File: config.mk
export PLATFORM = sky130hd
export DESIGN_NAME = cursor_sprite_core
export DESIGN_NICKNAME = d
export VERILOG_FILES = /design/src/rtl/cursor_sprite_core.sv
export SDC_FILE = /design/constraint.sdc
export NUM_CORES = 1
export LEC_CHECK = 0
export CORE_ASPECT_RATIO = 1.5
export CORE_UTILIZATION = 30
export CTS_CLUSTER_DIAMETER = 200
export DETAILED_ROUTE_END_ITERATION = 10
export GPL_ROUTABILITY_DRIVEN = 0
export PLACE_DENSITY_LB_ADDON = 0.15
export SLEW_MARGIN = 10
export SYNTH_ARGS = -nofsm -noshare
export SYNTH_HDL_FRONTEND = slang
export SYNTH_SLANG_ARGS = --single-unit
File: constraint.sdc
create_clock -name clk -period 7.4 [get_ports clk]
set_input_delay 1.11 -clock clk [delete_from_list [all_inputs] [get_ports clk]]
set_output_delay 1.11 -clock clk [all_outputs]
set_load 0.01 [all_outputs]
File: src/rtl/cursor_sprite_core.sv
// rtl/cursor_sprite_core.sv - 32x32 1-bit cursor overlay with frame-synchronous register shadowing and blink
// Three-stage pixel pipeline; host writes land in pending registers and go active on frame_start.
module cursor_sprite_core #(
  parameter int CD           = 12,
  parameter int BLINK_FRAMES = 30
) (
  input  logic          clk,
  input  logic          reset_n,
  input  logic [10:0]   x,
  input  logic [10:0]   y,
  input  logic          frame_start,
  input  logic [CD-1:0] si_rgb,
  input  logic          wr_en,
  input  logic [1:0]    wr_addr,
  input  logic [15:0]   wr_data,
  output logic [9:0]    ram_addr,
  input  logic          ram_bit,
  output logic [CD-1:0] so_rgb
);

  localparam logic [7:0] BLINK_LAST = 8'(BLINK_FRAMES - 1);

  logic [10:0]   pend_x0_q, pend_x0_d, act_x0_q, act_x0_d;
  logic [10:0]   pend_y0_q, pend_y0_d, act_y0_q, act_y0_d;
  logic [CD-1:0] pend_col_q, pend_col_d, act_col_q, act_col_d;
  logic [1:0]    pend_ctrl_q, pend_ctrl_d, act_ctrl_q, act_ctrl_d;
  logic [9:0]    ram_addr_q, ram_addr_d;
  logic          hit_d1_q, hit_d1_d, hit_d2_q, hit_d2_d;
  logic [CD-1:0] rgb_d1_q, rgb_d1_d, rgb_d2_q, rgb_d2_d, so_rgb_q, so_rgb_d;
  logic [7:0]    blink_cnt_q, blink_cnt_d;
  logic          phase_q, phase_d;

  logic [11:0]   dx, dy;
  logic          hit;
  logic          unused_wr;

  assign unused_wr = ^wr_data;

  // Borrow in bit 11 marks scan positions left/above the cursor, so no wrap-around.
  assign dx  = {1'b0, x} - {1'b0, act_x0_q};
  assign dy  = {1'b0, y} - {1'b0, act_y0_q};
  assign hit = act_ctrl_q[0] & ~dx[11] & (dx[10:5] == 6'd0) & ~dy[11] & (dy[10:5] == 6'd0);

  always_comb begin
    pend_x0_d   = pend_x0_q;
    pend_y0_d   = pend_y0_q;
    pend_col_d  = pend_col_q;
    pend_ctrl_d = pend_ctrl_q;
    if (wr_en) begin
      case (wr_addr)
        2'd0:    pend_x0_d   = wr_data[10:0];
        2'd1:    pend_y0_d   = wr_data[10:0];
        2'd2:    pend_col_d  = wr_data[CD-1:0];
        default: pend_ctrl_d = wr_data[1:0];
      endcase
    end
  end

  // Active copies take the pre-write pending value when a write coincides with frame_start.
  always_comb begin
    act_x0_d   = act_x0_q;
    act_y0_d   = act_y0_q;
    act_col_d  = act_col_q;
    act_ctrl_d = act_ctrl_q;
    if (frame_start) begin
      act_x0_d   = pend_x0_q;
      act_y0_d   = pend_y0_q;
      act_col_d  = pend_col_q;
      act_ctrl_d = pend_ctrl_q;
    end
  end

  // Blink state follows the blink_en that becomes active on the same frame_start.
  always_comb begin
    blink_cnt_d = blink_cnt_q;
    phase_d     = phase_q;
    if (frame_start) begin
      if (pend_ctrl_q[1]) begin
        if (blink_cnt_q == BLINK_LAST) begin
          blink_cnt_d = 8'd0;
          phase_d     = ~phase_q;
        end else begin
          blink_cnt_d = blink_cnt_q + 8'd1;
        end
      end else begin
        blink_cnt_d = 8'd0;
        phase_d     = 1'b0;
      end
    end else if (!act_ctrl_q[1]) begin
      blink_cnt_d = 8'd0;
      phase_d     = 1'b0;
    end
  end

  always_comb begin
    ram_addr_d = {dy[4:0], dx[4:0]};
    hit_d1_d   = hit;
    rgb_d1_d   = si_rgb;
    hit_d2_d   = hit_d1_q;
    rgb_d2_d   = rgb_d1_q;
    so_rgb_d   = (hit_d2_q & ram_bit & ~phase_q) ? act_col_q : rgb_d2_q;
  end

  always_ff @(posedge clk or negedge reset_n) begin
    if (!reset_n) begin
      pend_x0_q   <= '0;
      pend_y0_q   <= '0;
      pend_col_q  <= '0;
      pend_ctrl_q <= '0;
      act_x0_q    <= '0;
      act_y0_q    <= '0;
      act_col_q   <= '0;
      act_ctrl_q  <= '0;
      ram_addr_q  <= '0;
      hit_d1_q    <= 1'b0;
      hit_d2_q    <= 1'b0;
      rgb_d1_q    <= '0;
      rgb_d2_q    <= '0;
      so_rgb_q    <= '0;
      blink_cnt_q <= '0;
      phase_q     <= 1'b0;
    end else begin
      pend_x0_q   <= pend_x0_d;
      pend_y0_q   <= pend_y0_d;
      pend_col_q  <= pend_col_d;
      pend_ctrl_q <= pend_ctrl_d;
      act_x0_q    <= act_x0_d;
      act_y0_q    <= act_y0_d;
      act_col_q   <= act_col_d;
      act_ctrl_q  <= act_ctrl_d;
      ram_addr_q  <= ram_addr_d;
      hit_d1_q    <= hit_d1_d;
      hit_d2_q    <= hit_d2_d;
      rgb_d1_q    <= rgb_d1_d;
      rgb_d2_q    <= rgb_d2_d;
      so_rgb_q    <= so_rgb_d;
      blink_cnt_q <= blink_cnt_d;
      phase_q     <= phase_d;
    end
  end

  assign ram_addr = ram_addr_q;
  assign so_rgb   = so_rgb_q;

endmodule
==> impl_results.md, run 1 <==
- Xor/xnor share of the synthesized area: 0.0170
- Metal1 wirelength: 5030 um
- Clk_lat worst skew: 0.40 ns
- Top-area cell type share of the netlist area: 0.569
- CTS max path bufs: 2
- Number of library cell types mapped by synthesis: 52
- First-pass GRT wire length: 19,400 um
- Setup crit end kind: flip-flop
- Slew headroom: 0.416
- Worst vdd ir: 155 uV
- Total GRT Usage: 0.131
- DR WL/cell: 14.2 um
- Largest net degree at the start of global routing: 71
- Ys flop type: dfrtp_1
- Number of I/O pins: 79
- Layout area overhead: 29.9%
- Net Count, Synth: 551
- Util after Layout: 0.397
- Warnings, synthesis: 0
- CP arrival: 3.99 ns
- EDFF count, synth: 0
- Mapped Avg Cell Area: 12.1 um2
- Antenna violations before repair: 0
- Synth Cell Area: 0.00567 mm2
- Setup CP Type: in -> reg
- Router iterations before antenna repair: 4
- HPWL Detailed: 8480 um
- Routed met3 length: 383 um
- Vias in the first global route: 3,868
- Worst path slowest cell: or4b_4
- Postcts setup bufs: 0
- Synthesized instance count: 468
- Vias: 3,690
- Die Height: 170 um
- Post-synthesis mux area share: 0.130
- Routed wl met2: 6010 um
- Critical Path Max Stage Delay: 0.52 ns
- Total Routed Length: 11,600 um
- Drc violations: 0
- Hold WC Path Type: reg -> reg
- Final period utilization: 0.495
- DR iter-0 viols: 156
- Root buf cell: clkbuf_16
- Synth Area in Simple Gates: 0.0942
- Worst-margin pin slew: 0.876 ns
- Die ar.: 0.0195 mm2
- Leak pwr: 0.00319 uW
- Antenna-violating nets left: 0
- Critical path peak fanout: 3
- Via/cell ratio: 4.53
- Post-synthesis compound-gate area fraction: 0.0958
- FFs w/ async S/R, synth: 1.00
- Hold Crit Depth: 0
- Area of the core: 0.0185 mm2
- Status: complete, no violations
- Adder-Cell Fraction of Synth Area: 0.0600
- Top cells by area, synth: dfrtp_1 (57%), mux2_2 (13%), ha_1 (5.3%)
- RSZ-0062 raised after global routing: false
- Initial Utilization: 0.306
- Reg clk slew, reported paths: 0.06 ns
- Power Total: 2240 uW
- CP startpoint kind: primary input
- Final net count: 633
- Slew Viols, Final: 0
- Post-cts sizing count: 0
- Top cell family by delay on the critical path: compound AO/OA/AOI/OAI gates
- CTS tree: yes
- Max cap viols: 0
- Commonest cells after routing, fill and taps aside: dfrtp_1 (129), clkdlybuf4s50_1 (72), mux2_2 (63), inv_1 (36), nand2_1 (35)
- Sequential fraction of the synthesis area: 0.569
- Setup TNS: 0 ns
- Post-synth top area cell: dfrtp_1
- Share of cells above drive strength 1: 0.185
- Finished Cell Area: 0.00736 mm2
- Final Hold Fails: 0
- Crit path cell chain: clkdlybuf4s50_1, ha_1, nor2b_4, o31a_1, or4b_4, a2111oi_4, nor2_1, a2111oi_0, and4_1
- Largest family of logic cells by synthesized area: multiplexers
- H-tree lvl count: 4
- Grt total ovfl: 0
- PwrDens: 304 mW/mm2
- Commonest non-fill, non-tap cell in the layout: dfrtp_1
- Worst Skew: 0.00805 ns
- Critical Path RT: 7.73 ns
- Clock buffer count from CTS: 17
- Fmax: 0.273 GHz
- # rows: 61
- CP Depth: 9
- DP Area: 0.00669 mm2
- Top layer in use: met4
- Final min period: 3.67 ns
- Setup violators final: 0
- Die X: 114 um
- Path depth of the worst reg2reg path: 9
- CP bufs+invs: 1
- Clk sinks: 129
- Post-CTS Hold Buffers: 0
- Port bufs: 74
- Seq cells post-synth: 129
- Antenna cell count: 0
==> synthesized netlist by cell type (5+ instances only) <==
cell,number
ha_1,24
nor2b_1,5
nor4_1,5
nand2b_1,5
xnor2_1,7
dfrtp_1,129
clkbuf_1,9
inv_1,36
nand3_1,5
nor3_1,6
o21a_1,7
o21ai_0,31
a21o_1,5
nand2_1,35
nand3b_1,7
nor2_1,19
a21oi_1,14
buf_1,5
mux2_2,63
==> metrics by stage <==
| stage | cells | hold WS [ns] | worst slack (ns) |
|---|---|---|---|
| after floorplan | 468 | 0.331 | 4.15 |
| after global placement | 783 | 0.332 | 3.31 |
| after detailed placement | 783 | 0.335 | 3.26 |
| after CTS | 815 | 0.348 | 3.66 |
| after global routing | 815 | 0.354 | 3.61 |
| final | 815 | 0.346 | 3.73 |
==> report_power, final <==
| part | leakage [uW] | internal, uW | switching, uW | total, uW |
|---|---|---|---|---|
| Sequential | 0.00155 | 815 | 43.2 | 858 |
| Combinational | 0.00132 | 219 | 210 | 430 |
| Clock | 0.000317 | 644 | 306 | 950 |
==> final cells by class <==
type / instances / area (um2)
multi-input cells: 289 / 2250
well taps: 252 / 315
clock inverters: 12 / 229
fillers: 1765 / 11200
clock buffers: 20 / 447
repair buffers: 77 / 756
inverters: 36 / 135
flip-flops and latches: 129 / 3230
==> worst reg2reg max path, stage by stage (launching register included) <==
cell       delay, ns
dfrtp_1         0.36
inv_1           0.06
ha_1            0.26
nor2b_4         0.13
o31a_1          0.29
or4b_4          0.52
a2111oi_4       0.34
nor2_1          0.11
a2111oi_0       0.45
and4_1          0.27
==> sequential cells by signal (all words and copies together), names as in the netlist <==
| name | flops |
|---|---|
| act_col_q | 12 |
| pend_col_q | 12 |
| rgb_d1_q | 12 |
| rgb_d2_q | 12 |
| so_rgb | 12 |
| act_x0_q | 11 |
| act_y0_q | 11 |
| pend_x0_q | 11 |
| pend_y0_q | 11 |
| ram_addr | 10 |
| blink_cnt_q | 8 |
| act_ctrl_q | 2 |
| pend_ctrl_q | 2 |
| hit_d1_q | 1 |
| hit_d2_q | 1 |
| phase_q | 1 |
==> logic make-up after synthesis <==
| kind of cell | Yosys count |
|---|---|
| simple gates | 103 |
| buf+inv | 50 |
| compound gates | 83 |
| fa+ha+maj | 26 |
| mux | 66 |
| xor+xnor | 11 |
| flops | 129 |
==> worst paths after layout <==
kind                        startpoint        endpoint  slack (ns)
setup / recovery                  x[1]        hit_d1_q        3.73
hold / removal             rgb_d1_q[7]     rgb_d2_q[7]        0.35
setup reg to reg           act_x0_q[1]        hit_d1_q        4.52
hold reg to reg            rgb_d1_q[7]     rgb_d2_q[7]        0.35
max in group asynchronous      reset_n    pend_x0_q[2]        5.24
min in group asynchronous      reset_n  blink_cnt_q[5]        0.76
==> routing by layer <==
| layer | track usage | vias up |
|---|---|---|
| li1 | - | 1804 |
| met1 | 0.154 | 1801 |
| met2 | 0.229 | 75 |
| met3 | 0.0310 | 10 |
| met4 | 0.0514 | 0 |
| met5 | 0 | - |
No activity file was read; power rests on OpenSTA's default activity.
==> run 2: changes to the inputs <==
clock period = 3.73 ns   (was 7.4 ns; I/O delays follow)
==> run 2 against run 1 <==
Count of clock-buffer cells in the layout did not move; clock skew fell by 0.0014 ns; clock power is 79% higher; die area unchanged; first-iteration DRC count shrank 6.4%; sequential power up 98%; flip-flop and latch count did not move; critical endpoint unchanged; largest cell class unchanged.
==> impl_results.md, run 2 (synthesized netlist as in run 1, its figures left out) <==
- Clk_lat worst skew: 0.40 ns (about the same)
- DR WL/cell: 14.4 um (+0.92%)
- Drc violations: 0 (unchanged)
- Final period utilization: 0.799
- Int Pwr: 3140 uW (+87%)
- Clock power share: 0.399 (-0.025)
- Via/cell ratio: 4.49 (-0.79%)
- Post-CTS Hold Buffers: 0 (unchanged)
- Critical Path RT: 4.07 ns (-3.66 ns)
- Fillers: 1,726 (-2.2%)
- Final min period: 2.98 ns
- Fmax: 0.335 GHz
- Worst path slowest cell: or4b_4
- Vias: 3,670 (-0.54%)
- CTS tree: yes
- Worst Skew: 0.00670 ns (-0.00136 ns)
- First-pass GRT wire length: 19,700 um (+1.2%)
- Clock buffer count from CTS: 17 (unchanged)
- Setup crit end kind: flip-flop
- Crit path cell chain: clkdlybuf4s50_1, ha_1, nor2b_4, o31a_1, or4b_4, a2111oi_4, nor2_1, a2111oi_0, and4_1
- Die X: 114 um (unchanged)
- Area of the core: 0.0185 mm2 (unchanged)
- Postcts setup bufs: 0 (unchanged)
- Antenna violations before repair: 0 (unchanged)
- CP arrival: 3.32 ns (-0.67 ns)
- Layout area overhead: 29.1%
- Commonest cells after routing, fill and taps aside: dfrtp_1 (129), clkdlybuf4s50_1 (72), mux2_2 (63), inv_1 (36), nand2_1 (35)
- Commonest non-fill, non-tap cell in the layout: dfrtp_1
- Antenna cell count: 0 (unchanged)
- CTS max path bufs: 2 (unchanged)
- Worst-margin pin slew: 0.894 ns (+0.0183 ns)
- Final Hold Fails: 0 (unchanged)
- Fin worst setup slack: 0.749 ns (-2.98 ns)
- Slew Viols, Final: 0 (unchanged)
- Die Height: 170 um (unchanged)
- Setup CP Type: in -> reg
- Slew headroom: 0.404 (-0.0122)
- Final net count: 635 (+0.32%)
- Max cap viols: 0 (unchanged)
- CP startpoint kind: primary input
- Router iterations before antenna repair: 4 (unchanged)
- Reg clk slew, reported paths: 0.06 ns (about the same)
- Critical Path Max Stage Delay: 0.52 ns (about the same)
- Grt total ovfl: 0 (unchanged)
- Area occupied by multi-input gates: 0.00225 mm2 (unchanged)
- Vias in the first global route: 3,973 (+2.7%)
- Hold WC Path Type: in -> async
- Total GRT Usage: 0.133 (+0.00146)
- Total Routed Length: 11,700 um (+1.2%)
- DR iter-0 viols: 146 (-6.4%)
- Post-cts sizing count: 0 (unchanged)
- Seq. cell area: 0.00323 mm2 (unchanged)
- Flop pwr share: 0.400 (+0.017)
- # rows: 61 (unchanged)
- Share of cells above drive strength 1: 0.189 (+0.00466)
- Largest net degree at the start of global routing: 71 (unchanged)
- PwrDens: 583 mW/mm2 (+92%)
- HPWL Detailed: 8720 um (+2.8%)
- H-tree lvl count: 4 (unchanged)
- Number of I/O pins: 79 (unchanged)
- Status: complete, no violations
- Worst vdd ir: 266 uV (+71%)
- Logic gate share of total power: 0.201 (+0.009)
- Root buf cell: clkbuf_16
- Initial Utilization: 0.306 (unchanged)
- Setup TNS: 0 ns (unchanged)
- Port bufs: 74 (unchanged)
- Critical path peak fanout: 3 (unchanged)
- Sw Share: 0.263 (+0.0130)
- Clk sinks: 129 (unchanged)
- Setup violators final: 0 (unchanged)
- Post-Place Setup Slack: 0.344 ns (-2.91 ns)
- Antenna-violating nets left: 0 (unchanged)
- RSZ-0062 raised after global routing: false
- Leak pwr: 0.00317 uW (-0.48%)
- P_sw: 1120 uW (+100%)
- Die ar.: 0.0195 mm2 (unchanged)
## run 2: area by class of cell
type | instances | area share
flip-flops and latches | 129 | 0.441
repair buffers | 79 | 0.105
clock inverters | 12 | 0.0215
inverters | 36 | 0.0185
well taps | 252 | 0.0431
clock buffers | 20 | 0.0624
multi-input cells | 289 | 0.308
## run 2: worst max-delay path, delay by kind of cell
family / cells / cell delay, ns
compound gates: 3 / 1.00
fa+ha+maj: 1 / 0.31
buf+inv: 1 / 0.46
simple gates: 4 / 0.98
## run 2: path summary, 6_finish.rpt
kind                                    from        endpoint  slack [ns]  cells after the start
min in group clk                rgb_d1_q[10]    rgb_d2_q[10]        0.35                      0
worst min register to register  rgb_d1_q[10]    rgb_d2_q[10]        0.35                      0
worst min-delay path                 reset_n  blink_cnt_q[3]        0.25                      1
worst max register to register   act_x0_q[1]        hit_d1_q        0.99                      9
worst max-delay path                    x[1]        hit_d1_q        0.75                      9
max in group asynchronous            reset_n     act_x0_q[2]        2.59                      2
## run 2: per-stage QoR
stage	power [uW]	instance area (um2)	hold WS, ns	std cells	utilization
5_1_grt	4500	7320	0.341	817	0.395
3_5_place_dp	2590	6700	0.335	785	0.361
6_report	4260	7320	0.250	817	0.395
2_1_floorplan	2260	5670	0.264	468	-
3_3_place_gp	2570	6700	0.332	785	0.361
4_1_cts	4320	7320	0.314	817	0.395
## run 2: metal layers
metal / share of wire / track usage
met5: 0 / 0
met4: 0.019 / 0.0644
met3: 0.032 / 0.0271
met2: 0.52 / 0.229
met1: 0.43 / 0.155
## run 2: power by group through the flow
stage	clock, uW	sequential [uW]	combinational, uW
2_1_floorplan	0	1730	527
3_3_place_gp	0	1730	848
3_5_place_dp	0	1730	862
4_1_cts	1750	1710	866
5_1_grt	1810	1730	956
6_report	1700	1700	857
==> run 3: changes to the inputs <==
clock period = 2.7 ns   (was 3.73 ns; I/O delays follow)
==> run 3 against run 2 <==
Design area rose by 2.5%; clock skew barely moved; count of clock-buffer cells in the layout did not move; core utilization increased by 1.0 points; via count increased by 1.5%; clock power up 45%; power increased by 43%; first-iteration DRC count is 14% lower; combinational power rose by 46%; critical path type unchanged.
==> impl_results.md, run 3 (synthesized netlist as in run 1, its figures left out) <==
- Antenna violations before repair: 0 (unchanged)
- Max cap viols: 0 (unchanged)
- CP Depth: 9 (unchanged)
- Area of the core: 0.0185 mm2 (unchanged)
- Commonest cells after routing, fill and taps aside: dfrtp_1 (129), clkdlybuf4s50_1 (72), mux2_2 (63), inv_1 (36), nand2_1 (35)
- Area occupied by multi-input gates: 0.00227 mm2 (+0.72%)
- Initial Utilization: 0.306 (unchanged)
- Die X: 114 um (unchanged)
- CTS tree: yes
- First-pass GRT wire length: 20,200 um (+2.8%)
- Critical Path Max Stage Delay: 0.51 ns (about the same)
- Vias: 3,724 (+1.5%)
- CP arrival: 2.93 ns (-0.39 ns)
- Status: complete, no violations
- Final min period: 2.60 ns
- Clk_lat worst skew: 0.40 ns (about the same)
- Leak pwr: 0.00327 uW (+3.2%)
- Die ar.: 0.0195 mm2 (unchanged)
- Seq. cell area: 0.00323 mm2 (unchanged)
- Worst Skew: 0.00675 ns (+0.0000536 ns)
- Crit path cell chain: clkdlybuf4s50_1, ha_1, nor2b_4, o31a_1, or4b_4, a2111oi_4, nor2_1, a2111oi_2, and4_1
- Hold WC Path Type: in -> async
- Via/cell ratio: 4.48 (-0.36%)
- RSZ-0062 raised after global routing: false
- Share of cells above drive strength 1: 0.217 (+0.0279)
- Path depth of the worst reg2reg path: 9 (unchanged)
- Critical path peak fanout: 2 (-1)
- Clk sinks: 129 (unchanged)
- PwrDens: 810 mW/mm2 (+39%)
- Hold_ws: 0.0176 ns (-0.233 ns)
- Setup crit end kind: flip-flop
- Slew headroom: 0.570 (+0.166)
- Total Routed Length: 12,200 um (+3.6%)
- Fin worst setup slack: 0.103 ns (-0.646 ns)
- Antenna cell count: 0 (unchanged)
- Grt total ovfl: 0 (unchanged)
- Final period utilization: 0.962
- Fmax: 0.385 GHz
- Number of I/O pins: 79 (unchanged)
- Total GRT Usage: 0.135 (+0.00245)
- CP startpoint kind: primary input
- Util after Layout: 0.405 (+0.0101)
- Postcts setup bufs: 0 (unchanged)
- Reg clk slew, reported paths: 0.06 ns (about the same)
- Fillers: 1,743 (+0.98%)
- Top cell family by delay on the critical path: simple AND/OR/NAND/NOR gates
- Critical Path RT: 3.04 ns (-1.03 ns)
- DR WL/cell: 14.6 um (+1.7%)
- Antenna-violating nets left: 0 (unchanged)
- Setup CP Type: in -> reg
- Worst vdd ir: 363 uV (+36%)
- Setup violators final: 0 (unchanged)
- H-tree lvl count: 4 (unchanged)
- Die Height: 170 um (unchanged)
- Largest net degree at the start of global routing: 48 (-32%)
- Power Total: 6080 uW (+43%)
- Setup TNS: 0 ns (unchanged)
- DR iter-0 viols: 126 (-14%)
- Router iterations before antenna repair: 4 (unchanged)
- Post-Place Setup Slack: -0.496 ns (-0.840 ns)
- Vias in the first global route: 4,087 (+2.9%)
- Worst-margin pin slew: 0.645 ns (-0.249 ns)
- Port bufs: 74 (unchanged)
- HPWL Detailed: 8990 um (+3.1%)
- Drc violations: 0 (unchanged)
- Final net count: 650 (+2.4%)
- Root buf cell: clkbuf_16
- Clock buffer count from CTS: 17 (unchanged)
- Layout area overhead: 32.4%
- CTS max path bufs: 2 (unchanged)
- Worst path slowest cell: or4b_4
- Final Hold Fails: 0 (unchanged)
- Commonest non-fill, non-tap cell in the layout: dfrtp_1
- # rows: 61 (unchanged)
- CP bufs+invs: 1 (unchanged)
- Slew Viols, Final: 0 (unchanged)
-- run 3: worst paths after layout --
| kind | start | end | slack (ns) |
|---|---|---|---|
| max in group asynchronous | reset_n | pend_col_q[3] | 2.00 |
| min in group clk | rgb_d1_q[2] | rgb_d2_q[2] | 0.35 |
| worst min register to register | rgb_d1_q[2] | rgb_d2_q[2] | 0.35 |
| worst min-delay path | reset_n | hit_d2_q | 0.02 |
| worst max register to register | act_x0_q[1] | hit_d1_q | 0.14 |
| worst max-delay path | x[1] | hit_d1_q | 0.10 |
-- run 3: worst register-to-register path, cell delays in order, from the launching register on --
cell	delay (ns)
dfrtp_1	0.37
inv_1	0.07
ha_1	0.27
nor2b_4	0.13
o31a_1	0.26
or4b_4	0.51
a2111oi_4	0.35
nor2_1	0.10
a2111oi_2	0.20
and4_1	0.23
-- run 3: what timing repair did --
item	4_1_cts	5_1_grt
hold buffers	0	0
gates resized for setup	1	3
pin swaps	1	0
endpoints found under the setup margin	1	1
-- run 3: layer usage --
layer	vias up	global-route usage	routed length [um]
met5	-	0	0
met4	0	0.0615	264
met3	16	0.0260	383
met2	73	0.239	6420
met1	1799	0.156	5100
li1	1836	-	-
-- run 3: stage by stage --
step,cells,instance area (um2)
floorplan,468,5670
global placement,800,6840
detailed placement,800,6840
CTS,832,7490
global route,832,7500
finish,832,7500
-- run 3: cell type report --
| class | instances | area share |
|---|---|---|
| repair buffers | 94 | 0.121 |
| inverters | 36 | 0.0180 |
| clock inverters | 12 | 0.0240 |
| clock buffers | 20 | 0.0622 |
| flip-flops and latches | 129 | 0.430 |
| multi-input cells | 289 | 0.302 |
| well taps | 252 | 0.0420 |
-- run 3: power by group --
part | leakage (uW) | internal, uW | switching, uW | total [uW]
Clock | 0.000313 | 1620 | 842 | 2470
Combinational | 0.00141 | 649 | 602 | 1250
Sequential | 0.00155 | 2230 | 128 | 2360
